<file path="config.mk">
export PLATFORM = sky130hd
export DESIGN_NAME = mem_bus_arbiter
export DESIGN_NICKNAME = d
export VERILOG_FILES = /design/src/rtl/mem_bus_arbiter_pkg.sv /design/src/rtl/mem_bus_arbiter_rr.sv /design/src/rtl/mem_bus_arbiter.sv
export SDC_FILE = /design/constraint.sdc
export NUM_CORES = 1
export LEC_CHECK = 0
export ABC_AREA = 0
export CORE_MARGIN = 10
export CORE_UTILIZATION = 40
export DETAILED_ROUTE_END_ITERATION = 12
export PLACE_DENSITY = 0.81
export SLEW_MARGIN = 20
export SYNTH_ARGS = -nofsm -noshare
export SYNTH_HDL_FRONTEND = slang
export SYNTH_HIERARCHICAL = 1
export SYNTH_SLANG_ARGS = --single-unit
</file>
<file path="constraint.sdc">
create_clock -name CLK -period 2.4 [get_ports CLK]
set_clock_uncertainty 0.1 [all_clocks]
set_input_delay 0.24 -clock CLK [delete_from_list [all_inputs] [get_ports CLK]]
set_output_delay 0.24 -clock CLK [all_outputs]
set_load 0.03 [all_outputs]
</file>
<file path="src/rtl/mem_bus_arbiter_pkg.sv">
// Shared types and constants for the external memory bus arbiter.
// Holds the bus-cycle state encoding and the default wait-state count.
package mem_bus_arbiter_pkg;

  typedef enum logic [1:0] {
    ARB_IDLE   = 2'd0,
    ARB_SETUP  = 2'd1,
    ARB_STROBE = 2'd2,
    ARB_HOLD   = 2'd3
  } arb_state_t;

  localparam int DEFAULT_WAIT_STATES = 1;
  localparam int WAIT_CNT_W          = 3;

  // One-hot mask of a single port, used to exclude the current owner.
  function automatic logic [1:0] port_mask(input logic p);
    return p ? 2'b10 : 2'b01;
  endfunction

endpackage

</file>
<file path="src/rtl/mem_bus_arbiter_rr.sv">
// Two-way round-robin picker for the memory bus arbiter.
// Masked ports are ignored; on a tie the port not granted last wins.
module mem_bus_arbiter_rr (
  input  logic [1:0] req,
  input  logic       last_gnt,
  input  logic [1:0] mask,
  output logic       gnt_valid,
  output logic       gnt
);

  logic [1:0] elig;

  // Pick among eligible requesters, alternating on contention.
  always_comb begin
    elig      = req & ~mask;
    gnt_valid = |elig;
    gnt       = 1'b0;
    if (&elig) begin
      gnt = ~last_gnt;
    end else begin
      gnt = elig[1];
    end
  end

endmodule

</file>
<file path="src/rtl/mem_bus_arbiter.sv">
// Shares the external 16-bit memory bus between the core and DMA ports.
// Each bus cycle runs SETUP, STROBE (+wait states) and HOLD, all outputs registered.
module mem_bus_arbiter
  import mem_bus_arbiter_pkg::*;
#(
  parameter int WAIT_STATES = DEFAULT_WAIT_STATES,
  parameter int ADDR_W      = 16,
  parameter int DATA_W      = 16
) (
  input  logic              CLK,
  input  logic              RESET,
  input  logic              REQ0,
  input  logic              REQ1,
  input  logic              WE0,
  input  logic              WE1,
  input  logic [1:0]        BE0,
  input  logic [1:0]        BE1,
  input  logic [ADDR_W-1:0] ADDR0,
  input  logic [ADDR_W-1:0] ADDR1,
  input  logic [DATA_W-1:0] WDATA0,
  input  logic [DATA_W-1:0] WDATA1,
  output logic              ACK0,
  output logic              ACK1,
  output logic [DATA_W-1:0] RDATA,
  input  logic [DATA_W-1:0] DIN,
  output logic [ADDR_W-1:0] ADDR_BUF,
  output logic [DATA_W-1:0] DOUT_BUF,
  output logic              RDN_BUF,
  output logic              WRN0_BUF,
  output logic              WRN1_BUF,
  output logic              ABUS_OEN,
  output logic              DBUS_OEN,
  output logic              GNT
);

  arb_state_t            state;
  logic [WAIT_CNT_W-1:0] wait_cnt;
  logic                  cur_we;
  logic [1:0]            cur_be;
  logic                  last_gnt;

  logic [1:0]            arb_mask;
  logic                  win_valid;
  logic                  win;

  logic                  sel_we;
  logic [1:0]            sel_be;
  logic [ADDR_W-1:0]     sel_addr;
  logic [DATA_W-1:0]     sel_wdata;

  // In HOLD the current owner may not re-win the bus.
  assign arb_mask = (state == ARB_HOLD) ? port_mask(GNT) : 2'b00;

  mem_bus_arbiter_rr u_rr (
    .req       ({REQ1, REQ0}),
    .last_gnt  (last_gnt),
    .mask      (arb_mask),
    .gnt_valid (win_valid),
    .gnt       (win)
  );

  // Route the winning port's request fields toward the latch.
  always_comb begin
    sel_we    = win ? WE1    : WE0;
    sel_be    = win ? BE1    : BE0;
    sel_addr  = win ? ADDR1  : ADDR0;
    sel_wdata = win ? WDATA1 : WDATA0;
  end

  // Bus-cycle sequencer: strobes, enables, ack and read data.
  always_ff @(posedge CLK or posedge RESET) begin
    if (RESET) begin
      state    <= ARB_IDLE;
      wait_cnt <= '0;
      cur_we   <= 1'b0;
      cur_be   <= 2'b00;
      last_gnt <= 1'b1;
      GNT      <= 1'b0;
      ACK0     <= 1'b0;
      ACK1     <= 1'b0;
      RDATA    <= '0;
      ADDR_BUF <= '0;
      DOUT_BUF <= '0;
      RDN_BUF  <= 1'b1;
      WRN0_BUF <= 1'b1;
      WRN1_BUF <= 1'b1;
      ABUS_OEN <= 1'b1;
      DBUS_OEN <= 1'b1;
    end else begin
      ACK0 <= 1'b0;
      ACK1 <= 1'b0;
      unique case (state)
        ARB_IDLE, ARB_HOLD: begin
          if (win_valid) begin
            GNT      <= win;
            last_gnt <= win;
            cur_we   <= sel_we;
            cur_be   <= sel_be;
            ADDR_BUF <= sel_addr;
            ABUS_OEN <= 1'b0;
            DBUS_OEN <= ~sel_we;
            if (sel_we) begin
              DOUT_BUF <= sel_wdata;
            end
            state <= ARB_SETUP;
          end else begin
            ABUS_OEN <= 1'b1;
            DBUS_OEN <= 1'b1;
            state    <= ARB_IDLE;
          end
        end
        ARB_SETUP: begin
          RDN_BUF  <= cur_we;
          WRN0_BUF <= ~(cur_we & cur_be[0]);
          WRN1_BUF <= ~(cur_we & cur_be[1]);
          wait_cnt <= WAIT_CNT_W'(WAIT_STATES);
          state    <= ARB_STROBE;
        end
        ARB_STROBE: begin
          if (wait_cnt == '0) begin
            RDN_BUF  <= 1'b1;
            WRN0_BUF <= 1'b1;
            WRN1_BUF <= 1'b1;
            if (!cur_we) begin
              RDATA <= DIN;
            end
            ACK0  <= ~GNT;
            ACK1  <= GNT;
            state <= ARB_HOLD;
          end else begin
            wait_cnt <= wait_cnt - 1'b1;
          end
        end
        default: begin
          state <= ARB_IDLE;
        end
      endcase
    end
  end

endmodule

</file>
==> results_dict.tcl <==
set metrics [dict create \
    outcome "finished, final reports clean" \
    grt.busiest_layer "met2" \
    powerDensity_nw_per_um2 1389 \
    coreArea_sq_um 7253 \
    grt_pass1_wl_microns 12990 \
    die_x_microns 106.4 \
    syn-num-nets 328 \
    cp_slowest_cell "dfrtp_1" \
    rsz0062_at_grt "no" \
    antenna_found_initial 0 \
    fin_crit_sh_pct 94.86 \
    area_growth_pct 59.27 \
    drv_cap 0 \
    final_common_cell "clkdlybuf4s50_1" \
    cts_max_path_buffers 2 \
    postCtsHoldBufs 0 \
    min_period_ns 2.277 \
    p_leak_nw 2.053 \
    gr-usage-met3_pct 5.978 \
    grt_max_degree 66 \
    ys_ff_latch 65 \
    grtUsageTotal_pct 14.30 \
    hold_slack_ns 0.2119 \
    syn_area_sq_um 2983 \
    use_met2_pct 23.23 \
    fin_nets 478 \
    dr.pass1.iters 3 \
    cp_top_family "multiplexers" \
    mostFrequentLayoutCells "145 x clkdlybuf4s50_1, 59 x dfrtp_1, 38 x mux2_2" \
    setup_ws_ns 0.1234 \
    dpl.hpwl_microns 6220 \
    overflow 0 \
    total_power_mw 6.599 \
    peakVddDrop_mv 0.5736 \
    synth-edff-count 0 \
    end_kind "flop" \
    hold_path.class "in -> async" \
    crit_buf_inv 1 \
    yosysTopAreaCell "dfrtp_1" \
    fin_tns_setup_ns 0 \
    io_pins 146 \
    viasPerCell 4.626 \
    drive_gt1_share_pct 20.10 \
    port_buffers 145 \
    path_cells "ha_1, and2_1, nand2b_4, a31oi_4, buf_4, mux2_2, mux2_2" \
    critPathMaxStageDelay_ns 0.42 \
    drt_iter0_drc 52 \
    seq_area_frac_synth_pct 54.78 \
    clk_latency_ns 0.32 \
    htree_levels 3 \
    slew_viol_final 0 \
    synthTopCellsByArea "dfrtp_1 49%, mux2_2 14%, mux2i_1 6.4%, dfstp_2 5.3%, mux2_4 5.0%" \
    cp-start-kind "flop" \
    crit_required_ns 2.51 \
    core.rowCount 31 \
    worst-endpoint-arrival_ns 2.38 \
    syn_inst 233 \
    crit_path_frequent_cell "mux2_2" \
    async_flop_share_pct 100.0 \
    antenna_left 0 \
    root_buffer "clkbuf_8" \
    synth_warnings 6 \
    routed_wl_microns 8032 \
    tightest_slew_ns 0.3705 \
    die_h_microns 106.4 \
    grt_pass1_vias 2546 \
    route.detailed.drc 0 \
    start_util_pct 41.12 \
    syn_area_per_cell_sq_um 12.80 \
    place_congestion 0.7275 \
    place_ws_ns 0.1023 \
    synth_ff_type "dfrtp_1" \
    fmax_mhz 439.3 \
    die_area_sq_um 11310 \
    vias 2253 \
    num_antenna_cells 0 \
    setup_viol 0 \
    cts_tree "built" \
    relSlewSlack_pct 75.22 \
    cts_made_buffers 9 \
    post_drt_wl_per_cell_microns 16.49 \
    path_clk_slew_ns 0.07 \
    yosysUniqueCellTypes 31 \
    utilization_pct 65.50 \
    met1_usage_pct 16.67 \
    yosysTopAreaCellShare_pct 49.50 \
    finalHoldViolCount 0 \
    crit_type "reg -> reg" \
    crit_fanout 18 \
    cts_sinks 65 \
]
-- final cells by class --
cell class                      count  area (sq um)
Multi-Input combinational cell    147          1230
Timing Repair Buffer              151          1521
Fill cell                         594          2502
Clock buffer                       14         172.7
Sequential cell                    65          1634
Clock inverter                      2         35.03
Inverter                            9         33.78
Tap cell                           99         123.9
-- stage by stage --
stage               cell area (sq um)  cells
finish                           4751    487
global route                     4751    487
CTS                              4731    486
detailed placement               4523    470
global placement                 4523    470
floorplan                        2983    233
-- where the power goes --
part	leakage [nW]	internal (mW)	total, mW	switching (mW)
clock	0.107	0.565	0.951	0.386
combinational	1.17	1.70	3.68	1.98
sequential	0.772	1.68	1.97	0.291
-- flip-flops by register name, summed over array words and instances, names as in the netlist, 2 cells and up --
signal / flops
ADDR_BUF: 16
DOUT_BUF: 16
RDATA: 16
wait_cnt: 3
cur_be: 2
state: 2
-- cells by family (layout without fill, tap and decap cells) --
group,count (synthesis),after routing,share of synthesized area (%)
flip-flops,65,65,54.78
AND/OR/NAND/NOR,44,44,6.837
adder cells (fa/ha/maj),5,5,2.097
multiplexers,67,67,25.75
AO/OA/AOI/OAI,31,31,6.250
buffers and inverters,21,176,4.278
-- final timing paths --
kind	from	endpoint	slack [ns]	cells after the start
hold reg to reg	cur_be[1]	WRN1_BUF	0.32	1
max in group asynchronous	RESET	last_gnt	1.66	3
setup reg to reg	state[0]	DOUT_BUF[15]	0.12	7
hold / removal	RESET	RDATA[3]	0.21	3
min in group CLK	cur_be[1]	WRN1_BUF	0.32	1
setup / recovery	state[0]	DOUT_BUF[15]	0.12	7
-- Yosys cell counts, types with 2 or more instances --
library cell and number:
buf_2 2, a2bb2oi_1 2, dfstp_2 6, mux2i_1 19, ha_1 5, nand2_1 26
mux2_2 38, nor2_1 8, nor2b_1 2, a21oi_1 4, buf_6 3, dfrtp_1 59
and2_1 2, o21ai_0 18, buf_4 2, mux2_4 10, clkbuf_1 4, o2bb2ai_1 2
inv_1 9
-- worst register-to-register path: stages (launching register included) --
cell,delay [ns]
dfrtp_1,0.42
ha_1,0.22
and2_1,0.15
nand2b_4,0.15
a31oi_4,0.18
buf_4,0.30
mux2_2,0.38
mux2_2,0.26
-- routing by layer --
metal / part of all wire, % / up-vias
met5: 0 / -
li1: - / 1108
met3: 8.5 / 5
met2: 47 / 93
met1: 44 / 1047
met4: 0.67 / 0
-- what timing repair did --
action                     CTS  global route
gates resized for setup      0             0
setup endpoints to repair    0            14
buffers inserted             0             1
Power figures use the tool's default switching activity.
